File: src/rtl/scnn_pkg.sv
// Shared types and constants for the SCNN coordinate-unit sequencer.
// Chunk geometry is fixed to the coordinate-unit lane count.
package scnn_pkg;

  localparam int NUM_LANES = 4;
  localparam int IND_W     = 8;
  localparam int CHUNK_W   = 6;

  typedef enum logic [2:0] {
    IDLE  = 3'd0,
    FETCH = 3'd1,
    WAIT  = 3'd2,
    ISSUE = 3'd3,
    DONE  = 3'd4
  } seq_state_t;

  typedef logic [NUM_LANES-1:0][IND_W-1:0] ind_chunk_t;

  // Dense base of the next chunk: one past the last index, wrapping mod 2^IND_W.
  function automatic logic [IND_W-1:0] next_offset(input logic [IND_W-1:0] last_ind);
    return last_ind + IND_W'(1'b1);
  endfunction

endpackage

File: src/rtl/scnn_cordn_sequencer.sv
// Walks the weight x input compressed-chunk Cartesian product, feeding the coordinate
// unit one chunk pair per transaction and handing each pair downstream over valid/ready.
module scnn_cordn_sequencer
  import scnn_pkg::*;
(
  input  logic                         clk,
  input  logic                         rst_n,
  input  logic                         start,
  input  logic [CHUNK_W-1:0]           num_wt_chunks,
  input  logic [CHUNK_W-1:0]           num_ip_chunks,
  input  logic [3:0]                   wt_size,
  input  logic [IND_W-1:0]             ip_size,
  output logic                         wt_rd_en,
  output logic [CHUNK_W-1:0]           wt_rd_addr,
  input  logic [NUM_LANES*IND_W-1:0]   wt_rd_data,
  output logic                         ip_rd_en,
  output logic [CHUNK_W-1:0]           ip_rd_addr,
  input  logic [NUM_LANES*IND_W-1:0]   ip_rd_data,
  output logic [NUM_LANES*IND_W-1:0]   cu_comp_wt_ind,
  output logic [NUM_LANES*IND_W-1:0]   cu_comp_ip_ind,
  output logic [IND_W-1:0]             cu_offset_wt,
  output logic [IND_W-1:0]             cu_offset_ip,
  output logic [3:0]                   cu_wt_size,
  output logic [IND_W-1:0]             cu_ip_size,
  input  logic [IND_W-1:0]             cu_last_ind_wts,
  input  logic [IND_W-1:0]             cu_last_ind_ips,
  output logic                         op_valid,
  input  logic                         op_ready,
  output logic [CHUNK_W-1:0]           op_wt_chunk,
  output logic [CHUNK_W-1:0]           op_ip_chunk,
  output logic                         op_last,
  output logic                         busy,
  output logic                         done
);

  seq_state_t           state_r;
  logic                 fetch_wt_r;
  logic [CHUNK_W-1:0]   wt_cnt_r;
  logic [CHUNK_W-1:0]   ip_cnt_r;
  logic [CHUNK_W-1:0]   num_wt_r;
  logic [CHUNK_W-1:0]   num_ip_r;
  logic [IND_W-1:0]     offset_wt_r;
  logic [IND_W-1:0]     offset_ip_r;
  ind_chunk_t           wt_comp_r;
  ind_chunk_t           ip_comp_r;
  logic [3:0]           wt_size_r;
  logic [IND_W-1:0]     ip_size_r;
  logic                 wt_rd_en_r;
  logic                 ip_rd_en_r;
  logic                 op_valid_r;
  logic                 op_last_r;
  logic                 busy_r;
  logic                 done_r;

  logic                 ip_more_s;
  logic                 wt_more_s;
  logic                 handshake_s;

  // Loop-position decode; counts are nonzero whenever these are consulted.
  always_comb begin
    ip_more_s   = (ip_cnt_r < (num_ip_r - CHUNK_W'(1'b1)));
    wt_more_s   = (wt_cnt_r < (num_wt_r - CHUNK_W'(1'b1)));
    handshake_s = op_valid_r && op_ready;
  end

  // Sequencer FSM with all outputs registered.
  always_ff @(posedge clk or negedge rst_n) begin
    if (!rst_n) begin
      state_r     <= IDLE;
      fetch_wt_r  <= 1'b0;
      wt_cnt_r    <= '0;
      ip_cnt_r    <= '0;
      num_wt_r    <= '0;
      num_ip_r    <= '0;
      offset_wt_r <= '0;
      offset_ip_r <= '0;
      wt_comp_r   <= '0;
      ip_comp_r   <= '0;
      wt_size_r   <= '0;
      ip_size_r   <= '0;
      wt_rd_en_r  <= 1'b0;
      ip_rd_en_r  <= 1'b0;
      op_valid_r  <= 1'b0;
      op_last_r   <= 1'b0;
      busy_r      <= 1'b0;
      done_r      <= 1'b0;
    end else begin
      wt_rd_en_r <= 1'b0;
      ip_rd_en_r <= 1'b0;
      done_r     <= 1'b0;
      case (state_r)
        IDLE: begin
          // busy_r still high here means a done pulse is in flight; hold off a new pass.
          if (start && !busy_r) begin
            num_wt_r    <= num_wt_chunks;
            num_ip_r    <= num_ip_chunks;
            wt_size_r   <= wt_size;
            ip_size_r   <= ip_size;
            offset_wt_r <= '0;
            offset_ip_r <= '0;
            wt_cnt_r    <= '0;
            ip_cnt_r    <= '0;
            fetch_wt_r  <= 1'b1;
            busy_r      <= 1'b1;
            if ((num_wt_chunks == '0) || (num_ip_chunks == '0)) begin
              state_r <= DONE;
            end else begin
              state_r    <= FETCH;
              wt_rd_en_r <= 1'b1;
              ip_rd_en_r <= 1'b1;
            end
          end else begin
            busy_r <= 1'b0;
          end
        end
        FETCH: begin
          state_r <= WAIT;
        end
        WAIT: begin
          ip_comp_r <= ip_rd_data;
          if (fetch_wt_r) begin
            wt_comp_r <= wt_rd_data;
          end
          op_valid_r <= 1'b1;
          op_last_r  <= !ip_more_s && !wt_more_s;
          state_r    <= ISSUE;
        end
        ISSUE: begin
          if (handshake_s) begin
            op_valid_r <= 1'b0;
            op_last_r  <= 1'b0;
            if (ip_more_s) begin
              offset_ip_r <= next_offset(cu_last_ind_ips);
              ip_cnt_r    <= ip_cnt_r + CHUNK_W'(1'b1);
              fetch_wt_r  <= 1'b0;
              ip_rd_en_r  <= 1'b1;
              state_r     <= FETCH;
            end else if (wt_more_s) begin
              offset_wt_r <= next_offset(cu_last_ind_wts);
              offset_ip_r <= '0;
              ip_cnt_r    <= '0;
              wt_cnt_r    <= wt_cnt_r + CHUNK_W'(1'b1);
              fetch_wt_r  <= 1'b1;
              wt_rd_en_r  <= 1'b1;
              ip_rd_en_r  <= 1'b1;
              state_r     <= FETCH;
            end else begin
              state_r <= DONE;
            end
          end
        end
        DONE: begin
          done_r  <= 1'b1;
          state_r <= IDLE;
        end
        default: begin
          state_r <= IDLE;
        end
      endcase
    end
  end

  assign wt_rd_en       = wt_rd_en_r;
  assign wt_rd_addr     = wt_cnt_r;
  assign ip_rd_en       = ip_rd_en_r;
  assign ip_rd_addr     = ip_cnt_r;
  assign cu_comp_wt_ind = wt_comp_r;
  assign cu_comp_ip_ind = ip_comp_r;
  assign cu_offset_wt   = offset_wt_r;
  assign cu_offset_ip   = offset_ip_r;
  assign cu_wt_size     = wt_size_r;
  assign cu_ip_size     = ip_size_r;
  assign op_valid       = op_valid_r;
  assign op_wt_chunk    = wt_cnt_r;
  assign op_ip_chunk    = ip_cnt_r;
  assign op_last        = op_last_r;
  assign busy           = busy_r;
  assign done           = done_r;

endmodule
File: config.mk
export PLATFORM = sky130hd
export DESIGN_NAME = scnn_cordn_sequencer
export DESIGN_NICKNAME = d
export VERILOG_FILES = /design/src/rtl/scnn_pkg.sv /design/src/rtl/scnn_cordn_sequencer.sv
export SDC_FILE = /design/constraint.sdc
export NUM_CORES = 1
export LEC_CHECK = 0
export BUFFER_PORTS_ARGS = -buffer_cell sky130_fd_sc_hd__clkbuf_2
export CAP_MARGIN = 20
export CORE_MARGIN = 2
export CORE_UTILIZATION = 53
export CTS_BUF_LIST = sky130_fd_sc_hd__clkbuf_4 sky130_fd_sc_hd__clkbuf_8 sky130_fd_sc_hd__clkbuf_16
export CTS_CLUSTER_DIAMETER = 100
export DETAILED_ROUTE_END_ITERATION = 16
export GPL_TIMING_DRIVEN = 0
export HOLD_SLACK_MARGIN = 0.1
export PLACE_DENSITY = 0.86
export RECOVER_POWER = 100
export SLEW_MARGIN = 20
export SYNTH_ARGS = -nofsm -noshare
export SYNTH_HDL_FRONTEND = slang
export SYNTH_SLANG_ARGS = --single-unit
File: constraint.sdc
create_clock -name clk -period 5.45 [get_ports clk]
set_clock_uncertainty 0.15 [all_clocks]
set_input_delay 0.545 -clock clk [delete_from_list [all_inputs] [get_ports clk]]
set_output_delay 0.545 -clock clk [all_outputs]
set_load 0.05 [all_outputs]
==> run metrics, run 1 <==
dpl cells=830; first-pass GRT wire length=25400 µm; Clock Sinks=126; Synthesis Warnings=0; register area share after synthesis=54.7%; Slew Viols, Final=55; Critical Path Start Type=flip-flop; outcome=finished with violations; Max-slew headroom=-107%; DRC=0; share of cells above drive strength 1=30.2%; CTS resizes=0; critical path capture point type=flip-flop; worst-skew pair later-pin latency=510 ps; Core ar.=0.0107 mm²; Area growth, synth to finish=37.1%; Final Routed Wirelength=16400 µm; Initial DRC Count=168; gr usage total=28.8%; # rows=38; Worst Slack Setup Final=1460 ps; CTS tree=yes; crit-path max FO=10; gr ovfl total=0; fmax=251 MHz; Die X=108 µm; clock slew at reported path FFs=60 ps; CP Data Arrival Time=4230 ps; Distinct cells, synth=58; initial antenna violation count=1; non-filler instance count after layout=906; I/O pin count=230; Final min period=3990 ps; via count=4761; Die H=108 µm; hold crit path type=input pin to flip-flop; WL/cell=18.1 µm; Post-Syn Area=0.00577 mm²; initial core utilization=53.7%; largest net degree at the start of global routing=73; Root Driver=clkbuf_8; net count after synthesis=584; post-route clock period utilization=73.2%; # port buffers=229; gp weighted congestion=0.830; Placement Setup Slack=2260 ps; via/cell ratio=5.25; critical path class=flip-flop to flip-flop; main flop type after synthesis=dfrtp_1; worst-case clock buffer depth=2; die area=0.0117 mm²; Seq cells post-synth=126; nets=876; 1st-pass router iterations=4; Synth Instances=460; Avg Inst Size Synth=12.5 µm²; CTS H-Tree Depth=4; failing checks=capacitance limit, slew limit; Worst Max-Slew Pin Slew=3110 ps; Final Setup Violations=0; TNS Setup=0 ps; asr flop ratio synth=100%; critical path required time=5690 ps; Post-DRT Antenna Nets=0; HPWL after DPL=11100 µm; Max Cap Violations=1; EDFF count, synth=0; vias in the first global route=4951; Fill cells=796; Final Hold Viols=0; RSZ-0062 raised after global routing=no; cts bufs inserted=17
stage by stage:
stage          instance area (µm²)  utilization, %  hold WS (ps)
6_report                      7900            73.6           124
4_1_cts                       8140            75.7           101
3_3_place_gp                  7090            66.0           309
2_1_floorplan                 5770               -          99.4
5_1_grt                       7900            73.6           101
3_5_place_dp                  7120            66.3           316
cell type report:
class | count | area (µm²) | area share (%)
sequential | 126 | 3150 | 39.9
antenna | 1 | 2.50 | 0.0317
buffer | 28 | 154 | 1.95
timing repair buffer | 273 | 1450 | 18.3
multi-input combinational | 295 | 2330 | 29.4
clock inverter | 10 | 138 | 1.74
clock buffer | 22 | 464 | 5.87
tap | 140 | 175 | 2.22
inverter | 11 | 41.3 | 0.522
per-layer routing:
| metal | wire (µm) | track usage [%] | part of all wire [%] | up-vias |
|---|---|---|---|---|
| met3 | 1040 | 8.08 | 6.4 | 34 |
| met4 | 424 | 11.9 | 2.6 | 0 |
| met2 | 8690 | 52.5 | 53 | 182 |
| met1 | 6230 | 31.4 | 38 | 2350 |
| met5 | 0 | 0 | 0 | - |
| li1 | - | - | - | 2195 |
sequential cells by signal, summed over array words and instances (netlist names):
name and cells:
busy 1, cu_comp_ip_ind 32, cu_comp_wt_ind 32, cu_ip_size 8
cu_offset_ip 8, cu_offset_wt 8, cu_wt_size 4, done 1
fetch_wt_r 1, ip_rd_addr 6, ip_rd_en 1, num_ip_r 6
num_wt_r 6, op_last 1, op_valid 1, op_wt_chunk 6
state_r 3, wt_rd_en 1
synth_stat cells, types with 2 or more instances:
| cell | number | area, µm² |
|---|---|---|
| a211oi_1 | 3 | 22.5 |
| a21o_1 | 5 | 37.5 |
| a21oi_1 | 6 | 30.0 |
| a22o_1 | 7 | 61.3 |
| and2_1 | 6 | 37.5 |
| and3_1 | 2 | 12.5 |
| buf_2 | 9 | 45.0 |
| buf_4 | 16 | 120 |
| dfrtp_1 | 126 | 3150 |
| ha_1 | 16 | 200 |
| inv_1 | 11 | 41.3 |
| mux2_2 | 77 | 867 |
| mux2_4 | 6 | 90.1 |
| mux2i_1 | 3 | 30.0 |
| nand2_1 | 58 | 218 |
| nand2b_1 | 5 | 31.3 |
| nand3_1 | 11 | 55.1 |
| nor2_1 | 12 | 45.0 |
| nor3_1 | 6 | 30.0 |
| nor3b_1 | 2 | 15.0 |
| nor4_1 | 2 | 12.5 |
| o211ai_1 | 2 | 15.0 |
| o21a_1 | 4 | 30.0 |
| o21ai_0 | 6 | 30.0 |
| o2bb2ai_1 | 3 | 26.3 |
| or2_2 | 3 | 18.8 |
| or3_1 | 4 | 25.0 |
| or4_1 | 2 | 15.0 |
| xnor2_1 | 12 | 105 |
| xor2_1 | 7 | 61.3 |
final timing paths:
kind,from,end,slack (ps),depth (start not counted)
min in group asynchronous,rst_n,cu_comp_wt_ind[19],1500,2
max in group asynchronous,rst_n,num_ip_r[4],1880,2
hold / removal,ip_rd_data[15],cu_comp_ip_ind[15],120,2
hold reg to reg,cu_wt_size[2],cu_wt_size[2],330,2
setup / recovery,num_wt_r[2],cu_offset_wt[5],1460,9
setup reg to reg,num_wt_r[2],cu_offset_wt[5],1460,9
worst max-delay path, cell delays in order (launching register included):
cell and delay (ps):
dfrtp_1 410, or3_1 400, nor3_1 190, xnor2_1 150
ha_1 260, and2_0 200, a221oi_1 360, o211ai_1 340
a21oi_1 970, mux2_2 430
layout by cell type, fill, tap and decap left out, types with 13 or more instances in the layout:
cell type and n:
mux2_2 66, dlygate4sd3_1 43, clkbuf_2 106, dfrtp_1 126
clkbuf_1 137, buf_4 13, ha_1 16, nand2_1 58
mux2_1 14, clkbuf_16 16
repair_timing:
| item | in CTS | in global routing |
|---|---|---|
| setup endpoints to repair | 0 | 0 |
| hold buffers | 41 | 2 |
| hold endpoints to repair | 94 | 2 |
| setup buffers | 0 | 0 |
cells by family after synthesis:
family	count (synthesis)	share of synthesized area, %
XOR/XNOR	19	2.89
adder cells (fa/ha/maj)	16	3.47
AND/OR/NAND/NOR	121	10.2
buffers and inverters	39	3.80
multiplexers	87	17.3
flip-flops	126	54.7
AO/OA/AOI/OAI	52	7.62
Power of run 1 is not shown: default switching activity piles up to over one toggle a cycle in this logic, so the estimate is an artifact.
==> inputs of run 2 (changes only) <==
--- a/config.mk
+++ b/config.mk
@@ -8,13 +8,13 @@
 export BUFFER_PORTS_ARGS = -buffer_cell sky130_fd_sc_hd__clkbuf_2
 export CAP_MARGIN = 20
 export CORE_MARGIN = 2
-export CORE_UTILIZATION = 53
+export CORE_UTILIZATION = 49
 export CTS_BUF_LIST = sky130_fd_sc_hd__clkbuf_4 sky130_fd_sc_hd__clkbuf_8 sky130_fd_sc_hd__clkbuf_16
 export CTS_CLUSTER_DIAMETER = 100
 export DETAILED_ROUTE_END_ITERATION = 16
 export GPL_TIMING_DRIVEN = 0
 export HOLD_SLACK_MARGIN = 0.1
-export PLACE_DENSITY = 0.86
+export PLACE_DENSITY = 0.81
 export RECOVER_POWER = 100
 export SLEW_MARGIN = 20
 export SYNTH_ARGS = -nofsm -noshare
==> constraint.sdc (replaced) <==
create_clock -name clk -period 3.9 [get_ports clk]
set_clock_uncertainty 0.15 [all_clocks]
set_input_delay 0.39 -clock clk [delete_from_list [all_inputs] [get_ports clk]]
set_output_delay 0.39 -clock clk [all_outputs]
set_load 0.05 [all_outputs]
==> run metrics, run 2 (synthesized netlist as in run 1, its figures left out) <==
worst reg2reg startpoint=num_ip_r[2]; post-route clock period utilization=88.6% (+15 points); Reg2Reg Setup Slack=440 ps (-1020 ps); crit-path max FO=10 (unchanged); commonest cells after routing, fill and taps aside=136 x clkbuf_1, 126 x dfrtp_1, 106 x clkbuf_2; clock slew at reported path FFs=50 ps (about the same); Clock Sinks=126 (unchanged); vias in the first global route=5213 (+5.3%); Core ar.=0.0115 mm² (+6.7%); via/cell ratio=5.21 (-0.83%); crit-path max cell delay=470 ps (-500 ps); cts bufs inserted=17 (unchanged); gp weighted congestion=0.827 (-0.34%); non-filler instance count after layout=956 (+5.5%); CTS H-Tree Depth=4 (unchanged); Critical Path Start Type=flip-flop; Max Cap Violations=1 (unchanged); share of cells above drive strength 1=28.4% (-1.8 points); Critical Path Stages=10 (+1); Initial DRC Count=306 (+82%); Buf/Inv on CP=1 (+1); Critical Path Slowest Stage Cell=a22oi_1; # rows=39 (+2.6%); dpl cells=833 (+0.36%); Post-DRT Antenna Nets=0 (unchanged); nets=924 (+5.5%); Fill cells=820 (+3.0%); commonest non-fill, non-tap cell in the layout=clkbuf_1; initial core utilization=50.3% (-3.4 points); worst-case clock buffer depth=2 (unchanged); CP cell instances=or3_1 > nor3_1 > xnor2_1 > ha_1 > nand4_1 > o21bai_1 > a22oi_1 > o21a_1 > clkbuf_1 > a22o_1; Crit path max-delay family=compound AO/OA/AOI/OAI gates; Final Routed Wirelength=17700 µm (+8.1%); FF-to-FF End=cu_offset_ip[1]; gr ovfl total=0 (unchanged); RSZ-0062 raised after global routing=no; failing checks=capacitance limit, slew limit; PwrDens=1020 mW/mm²; CTS resizes=0 (unchanged); # diodes=0 (-1); Slew Viols, Final=56 (+1.8%); gr usage total=28.5% (-0.29 points); die area=0.0126 mm² (+7.8%); # port buffers=229 (unchanged); Final min period=3460 ps (-532 ps); Area growth, synth to finish=45.1%; critical path required time=4090 ps (-1600 ps); worst reg-to-reg path cell count=10 (+1); critical path class=flip-flop to flip-flop; CTS tree=yes; outcome=finished with violations; TNS Setup=0 ps (unchanged); WL/cell=18.5 µm (+2.5%); hold crit path type=input pin to flip-flop; HPWL after DPL=10700 µm (-3.2%); Worst setup endpoint=cu_offset_ip[1]; largest net degree at the start of global routing=72 (-1.4%); via count=4982 (+4.6%); critical path capture point type=flip-flop; VDD IR max=0.922 mV; Leakage=3.85 nW; initial antenna violation count=0 (-1); fmax=289 MHz (+15%); first-pass GRT wire length=27700 µm (+9.0%); CP Data Arrival Time=3650 ps (-580 ps); Final Hold Viols=0 (unchanged); Die X=112 µm (+3.9%); worst-skew pair later-pin latency=410 ps (-100 ps); Root Driver=clkbuf_16; Worst Max-Slew Pin Slew=2540 ps (-565 ps); 1st-pass router iterations=6 (+2); Worst Setup SP=num_ip_r[2]; Die H=112 µm (+3.9%); I/O pin count=230 (unchanged); DRC=0 (unchanged); Max-slew headroom=-69.5% (+38 points); post-CTS setup buffers=0 (unchanged); Final Setup Violations=0 (unchanged)
-- run 2: changes by cell type in the layout (fill, tap and decap cells not counted), moves of 2 or more --
cell           previous run  this run
clkinv_4                  2         0
mux2_1                   14        17
mux2_4                    4         0
bufinv_16                 3         1
clkbuf_4                  3         1
clkinv_2                  3         8
dlygate4sd3_1            43        91
-- run 2: layout make-up --
type                            instances  area [µm²]  area share [%]
Multi-Input combinational cell        295        2340            28.0
Inverter                               11        41.3           0.494
Timing Repair Buffer                  321        1940            23.2
Clock buffer                           20         460            5.51
Tap cell                              143         179            2.14
Buffer                                 28         154            1.84
Sequential cell                       126        3150            37.7
Clock inverter                         12        93.8            1.12
-- run 2: metal layers --
metal / routed length, µm / GRT usage [%] / up-vias
met5: 0 / 0 / -
met4: 425 / 12.4 / 0
met3: 1170 / 8.10 / 37
met2: 9300 / 51.3 / 213
met1: 6830 / 31.4 / 2445
li1: - / - / 2287
-- run 2: report_power, final --
group | switching (mW) | total (mW) | internal (mW) | leakage [nW]
Sequential | 0.463 | 2.39 | 1.92 | 1.53
Clock | 0.571 | 1.48 | 0.907 | 0.279
Combinational | 3.35 | 4.67 | 1.32 | 2.04
Total | 4.38 | 8.54 | 4.16 | 3.85
-- run 2: metrics by stage --
stage	hold WS, ps	setup WS [ps]	utilization, %	total power [mW]	area [µm²]
global placement	311	465	61.8	6.97	7090
floorplan	-55.6	979	-	6.00	5770
finish	141	443	72.9	8.54	8360
CTS	131	716	74.9	8.73	8590
global route	161	256	72.9	8.93	8360
detailed placement	245	760	62.1	7.13	7130
-- run 2: repair_timing --
item                                    4_1_cts  5_1_grt
endpoints found under the setup margin        0        0
hold buffers                                 91        0
hold endpoints to repair                    145        0
-- run 2: worst min path at each step --
stage / start / end / slack (ps) / cells after the start
after floorplan: rst_n / busy / -60 / 0
after global placement: cu_ip_size[0] / cu_ip_size[0] / 310 / 2
after detailed placement: rst_n / cu_comp_wt_ind[6] / 250 / 1
after CTS: op_ready / op_valid / 130 / 3
after global routing: op_ready / op_valid / 160 / 3
final: op_ready / op_valid / 140 / 3
-- run 2: worst register-to-register path: cells and delay by family, from the launching register on --
kind            cells  cell delay [ps]
compound gates      4             1230
simple gates        3              720
buf+inv             1              430
flops               1              420
fa+ha+maj           1              330
xor+xnor            1              110
Power figures use the tool's default switching activity.
==> inputs of run 3 (changes only) <==
--- a/config.mk
+++ b/config.mk
@@ -6,16 +6,16 @@
 export NUM_CORES = 1
 export LEC_CHECK = 0
 export BUFFER_PORTS_ARGS = -buffer_cell sky130_fd_sc_hd__clkbuf_2
-export CAP_MARGIN = 20
 export CORE_MARGIN = 2
-export CORE_UTILIZATION = 49
+export CORE_UTILIZATION = 40
 export CTS_BUF_LIST = sky130_fd_sc_hd__clkbuf_4 sky130_fd_sc_hd__clkbuf_8 sky130_fd_sc_hd__clkbuf_16
 export CTS_CLUSTER_DIAMETER = 100
 export DETAILED_ROUTE_END_ITERATION = 16
 export GPL_TIMING_DRIVEN = 0
 export HOLD_SLACK_MARGIN = 0.1
-export PLACE_DENSITY = 0.81
+export PLACE_DENSITY = 0.68
 export RECOVER_POWER = 100
+export SETUP_SLACK_MARGIN = 0.4
 export SLEW_MARGIN = 20
 export SYNTH_ARGS = -nofsm -noshare
 export SYNTH_HDL_FRONTEND = slang
==> run metrics, run 3 (synthesized netlist as in run 1, its figures left out) <==
outcome=finished with violations; failing checks=capacitance limit, slew limit; nets=925 (+0.11%); Reg2Reg Setup Slack=560 ps (+120 ps); Post-DRT Antenna Nets=0 (unchanged); Final Routed Wirelength=16500 µm (-7.1%); share of cells above drive strength 1=29.5% (+1.1 points); CP Data Arrival Time=3480 ps (-170 ps); FF-to-FF End=cu_offset_wt[3]; Hold WS=197 ps (+56.3 ps); CTS H-Tree Depth=4 (unchanged); CTS resizes=0 (unchanged); Worst Setup SP=num_wt_r[2]; critical path class=flip-flop to flip-flop; Core ar.=0.0140 mm² (+22%); worst-case clock buffer depth=2 (unchanged); post-route clock period utilization=85.6% (-3.1 points); non-filler instance count after layout=994 (+4.0%); critical path capture point type=flip-flop; WL/cell=16.6 µm (-11%); Die H=124 µm (+10%); Clock Power Share=19.0% (+1.7 points); hold crit path type=input pin to flip-flop; HPWL after DPL=11000 µm (+2.7%); largest net degree at the start of global routing=70 (-2.8%); Worst setup endpoint=cu_offset_wt[3]; switch share=50.1% (-1.3 points); Leakage=3.88 nW (+0.70%); combinational power share=53.5% (-1.2 points); initial core utilization=41.2% (-9.1 points); fmax=300 MHz (+3.6%); gr usage total=20.9% (-7.6 points); Sequential Power Share=27.5% (-0.5 points); Critical Path Slowest Stage Cell=a21oi_4; dpl cells=870 (+4.4%); DRC=0 (unchanged); switching pwr=4.29 mW (-2.0%); CP cell instances=or3_1 > nor3_1 > xnor2_1 > ha_1 > and2_4 > a221oi_4 > o211ai_1 > a21oi_4 > mux2_1; via/cell ratio=4.87 (-6.5%); Critical Path Start Type=flip-flop; worst-skew pair later-pin latency=420 ps (about the same); Final Hold Viols=0 (unchanged); Slew Viols, Final=58 (+3.6%); die area=0.0154 mm² (+22%); Final min period=3340 ps (-120 ps); cts bufs inserted=17 (unchanged); vias in the first global route=4885 (-6.3%); initial antenna violation count=0 (unchanged); Clock Sinks=126 (unchanged); Worst Max-Slew Pin Slew=2670 ps (+123 ps); Root Driver=clkbuf_16; first-pass GRT wire length=24200 µm (-12%); Initial DRC Count=208 (-32%); crit-path max FO=10 (unchanged); commonest cells after routing, fill and taps aside=134 x clkbuf_1, 126 x dfrtp_1, 106 x clkbuf_2; worst reg2reg startpoint=num_wt_r[2]; TNS Setup=0 ps (unchanged); # port buffers=229 (unchanged); CTS tree=yes; 1st-pass router iterations=4 (-2); crit-path max cell delay=470 ps (about the same); final core occ=60.6% (-12 points); via count=4844 (-2.8%); VDD IR max=0.429 mV (-53%); Die X=124 µm (+10%); Area growth, synth to finish=46.9%; Max Cap Violations=1 (unchanged); # diodes=0 (unchanged); internal cell power=4.28 mW (+3.0%); critical path required time=4040 ps (-50 ps); I/O pin count=230 (unchanged); PwrDens=1010 mW/mm² (-0.86%); gr ovfl total=0 (unchanged); Max-slew headroom=-78.0% (-8.5 points); Overall Power=8.57 mW (+0.43%); # rows=43 (+10%); RSZ-0062 raised after global routing=no; gp weighted congestion=0.856 (+3.4%); commonest non-fill, non-tap cell in the layout=clkbuf_1; worst reg-to-reg path cell count=9 (-1); Final Setup Violations=0 (unchanged); clock slew at reported path FFs=60 ps (about the same)
[run 3: cell count changes in the layout (fill, tap and decap cells not counted), moves of 2 or more]
cell / change
clkinv_2: -5
bufinv_16: +2
buf_2: +2
clkbuf_1: -2
clkinv_4: +4
and2_0: -2
and2_1: +2
mux2_2: +8
mux2_1: -8
[run 3: worst min path at each step]
stage | start | to | slack [ps] | cells after the start
CTS | cu_last_ind_ips[3] | cu_offset_ip[3] | 180 | 3
global placement | cu_ip_size[5] | cu_ip_size[5] | 310 | 2
global route | cu_last_ind_ips[3] | cu_offset_ip[3] | 210 | 3
floorplan | rst_n | busy | -60 | 0
finish | cu_last_ind_ips[3] | cu_offset_ip[3] | 200 | 3
detailed placement | rst_n | cu_comp_wt_ind[20] | 250 | 1
[run 3: repair_timing]
action / in CTS / in global routing
buffers inserted: 0 / 0
hold buffers: 92 / 0
endpoints found under the hold margin: 148 / 0
[run 3: area by class of cell]
class | instances | area (µm²)
tap | 180 | 225
sequential | 126 | 3150
inverter | 11 | 41.3
clock inverter | 13 | 164
clock buffer | 19 | 447
buffer | 28 | 156
multi-input combinational | 295 | 2340
timing repair buffer | 322 | 1950
fill | 1190 | 5520
[run 3: worst max-delay path: cells and delay by family (launching register included)]
| kind | cells | cell delay, ps |
|---|---|---|
| compound gates | 3 | 1050 |
| xor+xnor | 1 | 150 |
| fa+ha+maj | 1 | 290 |
| flops | 1 | 410 |
| mux | 1 | 390 |
| simple gates | 3 | 770 |
[run 3: power groups by stage]
| stage | Sequential, mW | Combinational [mW] | Clock (mW) |
|---|---|---|---|
| after floorplan | 4.13 | 1.87 | 0 |
| after global placement | 2.33 | 4.68 | 0 |
| after detailed placement | 2.38 | 4.77 | 0 |
| after CTS | 2.36 | 4.86 | 1.64 |
| after global routing | 2.44 | 4.88 | 1.70 |
| final | 2.36 | 4.59 | 1.63 |
[run 3: through the flow]
step	area, µm²	worst slack (ps)
after detailed placement	7170	719
after CTS	8700	674
final	8470	563
after global routing	8470	278
after floorplan	5770	979
after global placement	7140	419
[run 3: per-layer routing]
metal,share of wire [%],vias to the layer above,global-route usage (%)
met5,0,-,0
met4,2.9,0,9.13
met3,7.3,38,6.04
met2,50,189,37.5
met1,40,2323,22.8
li1,-,2294,-
